--- src/rtl/compare1024_feeder_pkg.sv ---
// compare1024_feeder_pkg: shared state encoding, comparator mode codes and size helpers
package compare1024_feeder_pkg;
  localparam int CMP_BITS = 1024;
  typedef enum logic [1:0] {IDLE, STREAM, CAPTURE, DONE} state_t;
  localparam logic [1:0] MODE_NONE = 2'b00;
  localparam logic [1:0] MODE_XLT  = 2'b10;
  localparam logic [1:0] MODE_XGT  = 2'b01;
  localparam logic [1:0] MODE_EQ   = 2'b11;
  function automatic int nwords(input int iw);
    return CMP_BITS / iw;
  endfunction
endpackage

--- src/rtl/compare1024_opbuf.sv ---
// compare1024_opbuf: X/Y operand buffers, one write port, registered paired read
module compare1024_opbuf #(
  parameter int IW = 32,
  parameter int NWORDS = 32,
  parameter int AW = 5
) (
  input  logic          clk,
  input  logic          we,
  input  logic          sel,
  input  logic [AW-1:0] waddr,
  input  logic [IW-1:0] wdata,
  input  logic [AW-1:0] raddr,
  output logic [IW-1:0] rd_x,
  output logic [IW-1:0] rd_y
);
  logic [IW-1:0] mem_x [NWORDS];
  logic [IW-1:0] mem_y [NWORDS];
  // write-first forwarding so a word written on the start edge is streamed
  always_ff @(posedge clk) begin
    if (we && !sel) mem_x[waddr] <= wdata;
    if (we && sel) mem_y[waddr] <= wdata;
    rd_x <= (we && !sel && waddr == raddr) ? wdata : mem_x[raddr];
    rd_y <= (we && sel && waddr == raddr) ? wdata : mem_y[raddr];
  end
endmodule

--- src/rtl/compare1024_feeder.sv ---
// compare1024_feeder: streams buffered 1024-bit operands into the comparator and latches its mode
module compare1024_feeder
  import compare1024_feeder_pkg::*;
#(
  parameter int IW = 32,
  parameter int NWORDS = nwords(IW),
  parameter int AW = $clog2(NWORDS),
  parameter int TIMEOUT = 4
) (
  input  logic          clk,
  input  logic          rst,
  input  logic          wr_en,
  input  logic          wr_sel,
  input  logic [AW-1:0] wr_addr,
  input  logic [IW-1:0] wr_data,
  input  logic          start,
  input  logic [1:0]    mode,
  output logic          enable,
  output logic [IW-1:0] data_x,
  output logic [IW-1:0] data_y,
  output logic          busy,
  output logic          done,
  output logic [1:0]    result
);
  localparam int TW = $clog2(TIMEOUT + 1);
  state_t state, state_n;
  logic [AW-1:0] cnt, raddr;
  logic [TW-1:0] tcnt;
  logic [IW-1:0] rd_x, rd_y;
  // fetch one word ahead so the registered read lines up with enable
  assign raddr = (state == STREAM) ? cnt + 1'b1 : '0;
  compare1024_opbuf #(.IW(IW), .NWORDS(NWORDS), .AW(AW)) u_buf (
    .clk(clk),
    .we(wr_en && state == IDLE),
    .sel(wr_sel),
    .waddr(wr_addr),
    .wdata(wr_data),
    .raddr(raddr),
    .rd_x(rd_x),
    .rd_y(rd_y)
  );
  always_ff @(posedge clk or posedge rst) begin
    if (rst) state <= IDLE;
    else state <= state_n;
  end
  always_comb begin
    state_n = (state == IDLE)    ? (start ? STREAM : IDLE) :
              (state == STREAM)  ? ((cnt == AW'(NWORDS - 1)) ? CAPTURE : STREAM) :
              (state == CAPTURE) ? ((mode != MODE_NONE || tcnt == TW'(TIMEOUT - 1)) ? DONE : CAPTURE) :
                                   IDLE;
  end
  // on timeout mode is still MODE_NONE, so latching mode yields the timeout code
  always_ff @(posedge clk or posedge rst) begin
    if (rst) begin
      cnt <= '0;
      tcnt <= '0;
      result <= MODE_NONE;
    end else begin
      cnt <= (state == STREAM) ? cnt + 1'b1 : '0;
      tcnt <= (state == CAPTURE) ? tcnt + 1'b1 : '0;
      if (state == CAPTURE && state_n == DONE) result <= mode;
    end
  end
  always_comb begin
    enable = state == STREAM || state == CAPTURE;
    busy = enable;
    done = state == DONE;
    data_x = (state == STREAM) ? rd_x : '0;
    data_y = (state == STREAM) ? rd_y : '0;
  end
endmodule

--- config.mk ---
export PLATFORM = sky130hd
export DESIGN_NAME = compare1024_feeder
export DESIGN_NICKNAME = d
export VERILOG_FILES = /design/src/rtl/compare1024_feeder_pkg.sv /design/src/rtl/compare1024_opbuf.sv /design/src/rtl/compare1024_feeder.sv
export SDC_FILE = /design/constraint.sdc
export NUM_CORES = 2
export LEC_CHECK = 0
export BUFFER_PORTS_ARGS = -buffer_cell sky130_fd_sc_hd__buf_4
export CORE_ASPECT_RATIO = 1.2
export CORE_UTILIZATION = 60
export CTS_CLUSTER_SIZE = 10
export DETAILED_ROUTE_END_ITERATION = 16
export GPL_TIMING_DRIVEN = 0
export HOLD_SLACK_MARGIN = 0.02
export PLACE_DENSITY = 0.76
export REMOVE_ABC_BUFFERS = 1
export SLEW_MARGIN = 0
export SYNTH_ARGS = -nofsm -noshare
export SYNTH_HDL_FRONTEND = slang
export SYNTH_SLANG_ARGS = --single-unit
export TNS_END_PERCENT = 5
--- constraint.sdc ---
create_clock -name clk -period 4.1 [get_ports clk]
set_input_delay 0.205 -clock clk [delete_from_list [all_inputs] [get_ports clk]]
set_output_delay 0.205 -clock clk [all_outputs]
set_load 0.02 [all_outputs]
# Yosys cells after proc, flatten, opt, wreduce, memory -nomap -nowiden
# Memories as Yosys holds them, arrays and structs flattened. A register that Yosys moved wholly into a read port is not among the register bits.
# Index checks and enable logic that the tools add are counted.
dict set report classes {
  mux 14
  add_sub_neg 2
  n_reduce_logical 9
  eq_ne 6
}
# cell count
set ops {}
lappend ops {{32-bit two-way mux} 2}
lappend ops {{2-bit two-way mux} 4}
lappend ops {{2-bit equality test (second input constant)} 3}
lappend ops {{1-bit two-way mux} 6}
lappend ops {{5-bit by 1-bit adder with 5-bit output (second input constant)} 1}
lappend ops {{5-bit equality test (second input constant)} 1}
lappend ops {{5-bit two-way mux} 1}
lappend ops {{1-bit logical AND} 4}
lappend ops {{3-bit by 1-bit adder with 3-bit output (second input constant)} 1}
lappend ops {{3-bit by 2-bit equality test with 1-bit output (second input constant)} 1}
lappend ops {{3-bit two-way mux} 1}
lappend ops {{2-bit by 1-bit equality test with 1-bit output (second input constant)} 1}
lappend ops {{2-bit zero test} 1}
lappend ops {{1-bit logical OR} 2}
lappend ops {{2-bit nonzero test} 1}
lappend ops {{1-bit zero test} 1}
dict set report totals {
  output_inout_bits 69
  input_bits 44
  ramBits 2048
  wordCells 37
  n_memories 2
  ff_bits 12
}
# memory depth word_bits read_ports rd_clocked_by_memory_dff wr line
set memory_table {}
lappend memory_table {u_buf.mem_x 32 32 1 1 1 compare1024_opbuf.sv:16} ;# logic [IW-1:0] mem_x [NWORDS];
lappend memory_table {u_buf.mem_y 32 32 1 1 1 compare1024_opbuf.sv:17} ;# logic [IW-1:0] mem_y [NWORDS];

# Longest topological paths before layout
dict set report logic_depth {
  depth_word 8
  mapped_depth 10
  depth_no_buf 6
}

# Hierarchy
# Synthesis repeated with hierarchy kept, for this count alone.
dict set report hier_totals {
  cells_unflattened 3896
  hier_area_um2 79373.6
}
# module area_each_um2 seq_area_each_um2 cells_per_inst instances
set modules_own_cells {}
lappend modules_own_cells {compare1024_opbuf 78321.4 61599.1 3771 1}
lappend modules_own_cells {compare1024_feeder 1052.3 300.3 125 1}

# Worst setup path before layout
# OpenSTA, ideal clock, no wires.
dict set report synth_path {
  path_type {register to register}
  from {register state[0]}
  to {memory u_buf.mem_x[21][0], enable pin}
  t_arrival_ps 2577
  slack_ps 1102
  setup_time_ps 421
  stages_incl_launch_ff 6
  path_buffers 0
  required_time_ps 3679
  synth_period_minus_slack_ps 2998
  cell_sequence {dfrtp_1 -> inv_1 -> ha_1 -> nor3b_1 -> nand3_1 -> nor2_1}
}
dict set report synth_via {
  elab_chain_cells 5
}
# element line
set synth_rtl {}
lappend synth_rtl {{start, declared} compare1024_feeder.sv:26} ;# state_t state, state_n;
lappend synth_rtl {{start signal, assigned} compare1024_feeder.sv:44} ;# else state <= state_n;
lappend synth_rtl {{2-bit zero test} compare1024_feeder.sv:34} ;# .we(wr_en && state == IDLE),
lappend synth_rtl {{1-bit logical AND} compare1024_feeder.sv:34}
lappend synth_rtl {{1-bit logical AND} compare1024_opbuf.sv:20} ;# if (we && !sel) mem_x[waddr] <= wdata;
lappend synth_rtl {{1-bit two-way mux} compare1024_opbuf.sv:20}
lappend synth_rtl {{1-bit two-way mux (implied by the code)} compare1024_opbuf.sv:20}
lappend synth_rtl {{end, declared} compare1024_opbuf.sv:16}
# No other way between the ends.

==> metrics.json <==
{
  "track_usage": 0.314,
  "grt_start_max_net_pins": 65,
  "numPortBuffers": 112,
  "failing_checks": "setup timing",
  "number_of_drc_markers_in_iteration_0": 6242,
  "die_h_um": 399,
  "drcViolationCount": 0,
  "power.static_leakage_nw": 27.7,
  "min_delay_path_depth": 3,
  "finalMaxSlewViolations": 0,
  "number_of_global_route_vias_before_repair": 40800,
  "worst-slew-pin-transition_ns": 1.19,
  "post-synth-top-count-cell": "edfxtp_1",
  "number_of_routed_nets_with_antenna_violations": 0,
  "regToRegEndpoint": "u_buf.mem_x[13][15]$_DFFE_PP_",
  "grt_overflow": 0,
  "setup_viol": 1,
  "start_util": 0.604,
  "syn_area_mm2": 0.0786,
  "regToRegSetupSlack_ns": 0.24,
  "final_core_util": 0.693,
  "synth_seq_area_share": 0.787,
  "io-pin-count": 113,
  "first_pass_grt_wire_length_um": 290000,
  "ys.flop_type": "edfxtp_1",
  "cts.sink_count": 2065,
  "post_layout_nonfiller_instances": 5453,
  "power.density_mw_per_mm2": 578,
  "async_flop_share": 0.00581,
  "period_minus_slack_ns": 4.24,
  "fp.dieArea_mm2": 0.133,
  "placementRows": 145,
  "core_area_mm2": 0.130,
  "proportion_of_total_power_due_to_net_switching": 0.263,
  "ys.warnings.count": 0,
  "ys_types": 49,
  "syn_area_per_cell_um2": 22.9,
  "clock_tree.root_cell": "clkbuf_16",
  "place.detailed.hpwl_um": 112000,
  "cellInternalPower_mw": 38.4,
  "switching_power_of_the_nets_mw": 13.7,
  "combinationalPowerShare": 0.215,
  "cts_max_path_buffers": 3,
  "cts_max_level": 4,
  "skew_ns": 0.0257,
  "clockPowerShare": 0.335,
  "finalNetCount": 3785,
  "critPathArrivalTime_ns": 4.04,
  "worst_setup_hold_path_clk_slew_ns": 0.06,
  "hold_violations": 0,
  "yosysTopAreaCellShare": 0.782,
  "synth_largest_area_cell": "edfxtp_1",
  "max_vdd_drop_uv": 367,
  "yosys_register_bits": 2065,
  "timing.rr.start": "state[0]$_DFF_PP0_",
  "worstSetupEndpoint": "data_x[3]",
  "power.sequential.fraction": 0.450,
  "setup_ws_ns": -0.145,
  "clock_latency_ns": 0.86,
  "dr_total_vias": 40100,
  "syn_to_final_growth_pct": 14.7,
  "netlist_instances": 3434,
  "layout-drive-gt1-share": 0.290,
  "hold_crit_class": "in2reg",
  "timing.final.crit_share": 1.04,
  "max_cap_violations": 0,
  "dpl.cell_count": 5149,
  "critical_path.max_fanout": 25,
  "antenna_violations_before_repair": 12,
  "critical_path_class": "reg2out",
  "tritoncts_clock_tree": "built",
  "total_power_mw": 52.1,
  "worstSetupEndpointType": "output port",
  "via_density_per_instance": 7.35,
  "required_time_of_the_worst_setup_path_ns": 3.89,
  "placer_congestion_estimate": 0.753,
  "n_fill_cell": 7060,
  "routed_wire_length_per_instance_um": 38.9,
  "detail_route.first_pass.iterations": 8,
  "placed_cell_area_mm2": 0.0835,
  "outcome": "finished with violations",
  "setup.worst_path.start_class": "register",
  "ys_top_cells_by_area": "edfxtp_1 (78%), mux4_2 (14%), a22oi_1 (1.7%), mux2i_1 (0.84%), a21oi_1 (0.59%)",
  "synth-edff-count": 2048,
  "synth.cells.most_frequent": "edfxtp_1 (2048), mux4_2 (488), a22oi_1 (173)",
  "fmax_mhz": 236,
  "die_width_um": 332,
  "slew_margin_rel": 0.195,
  "stdcell_area_mm2": 0.0902,
  "postRouteWirelength_um": 212000,
  "ff2ff_path_depth": 6,
  "cts_inserted_buffers": 224
}
[area by class of cell]
type | count | area, um2 | share of cell area
repair buffers | 267 | 3860 | 0.0428
flip-flops and latches | 2065 | 61900 | 0.687
multi-input cells | 1170 | 16300 | 0.181
clock buffers | 241 | 5780 | 0.0641
diodes | 4 | 10.0 | 0.000111
well taps | 1690 | 2110 | 0.0235
clock inverters | 11 | 174 | 0.00193
inverters | 5 | 18.8 | 0.000208
[layer usage]
metal,vias to the layer above,track usage,wire [um]
li1,15100,-,-
met3,569,0.0799,24800
met5,-,0,97
met1,21000,0.399,71000
met4,14,0.130,8830
met2,3375,0.521,107000
[state kept, by name (all words and copies together), names as in the netlist, named ones only]
register / flops
u_buf.mem_x: 1024
tcnt: 3
cnt: 5
result: 2
state: 2
u_buf.mem_y: 1024
[worst min path at each step]
stage	from	to	slack, ns
detailed placement	rst	tcnt[2]$_DFF_PP0_	0.24
global route	mode[1]	result[1]$_DFFE_PP0P_	0.14
global placement	rst	tcnt[2]$_DFF_PP0_	0.24
floorplan	rst	cnt[0]$_DFF_PP0_	0.07
finish	mode[1]	result[1]$_DFFE_PP0P_	0.16
CTS	mode[1]	result[1]$_DFFE_PP0P_	0.12
[cells in the final DEF, fill, tap and decap left out, types with 8 or more instances in the layout]
master / count
a21oi_1: 90
nand4_1: 12
a22oi_2: 8
dfrtp_1: 12
nor2_1: 16
mux2_2: 25
nand3_1: 10
clkbuf_16: 234
clkbuf_1: 12
buf_12: 68
o22ai_1: 16
a211oi_1: 13
buf_16: 41
o22a_1: 10
buf_4: 114
nor2_4: 66
mux2i_1: 66
or2_1: 39
mux4_2: 488
dlygate4sd3_1: 38
a22oi_1: 165
edfxtp_1: 2048
o221ai_1: 11
nand2_1: 28
o21ai_0: 8
nor2b_1: 11
[logic make-up (layout without fill, tap and decap cells)]
group / Yosys count / after routing / share of synthesized area
fa+ha+maj: 8 / 8 / 0.00127
buf+inv: 199 / 524 / 0.0140
mux: 579 / 579 / 0.152
other cells: 0 / 4 / 0
simple gates: 233 / 233 / 0.0151
flops: 2065 / 2065 / 0.787
compound gates: 348 / 348 / 0.0305
xor+xnor: 2 / 2 / 0.000223
[timing repair]
action                                  in CTS  in global routing
buffers inserted                             5                  0
gates cloned                                 0                  5
pin swaps                                    5                  1
endpoints found under the setup margin      51                 25
resized for setup                           26                  2
hold endpoints to repair                  2063                  0
hold buffers                                38                  0
[critical path, cell delays in order, from the launching register on]
cell and delay [ns]:
dfxtp_4 0.37, buf_16 0.25, buf_16 0.28, mux4_2 0.58, mux2_2 0.30, a2111oi_0 0.88
a211oi_1 0.26, buf_4 0.25
[power by group through the flow]
stage / Sequential (mW) / Combinational, mW / Clock (mW)
after global routing: 23.4 / 11.7 / 18.2
after detailed placement: 23.9 / 10.5 / 0
final: 23.5 / 11.2 / 17.5
after CTS: 23.5 / 11.0 / 17.4
after global placement: 24.5 / 6.18 / 0
after floorplan: 24.4 / 4.98 / 0
[metrics by stage]
step           setup slack, ns  hold WS, ns  TNS (ns)
6_report                -0.145        0.163    -0.145
5_1_grt                -0.0738        0.140    -0.155
4_1_cts                -0.0935        0.118    -0.443
3_5_place_dp             0.218        0.243         0
3_3_place_gp            -29.98        0.242  -4177.49
2_1_floorplan           -19.51       0.0697  -1217.18
(Power assumes the default switching activity.)
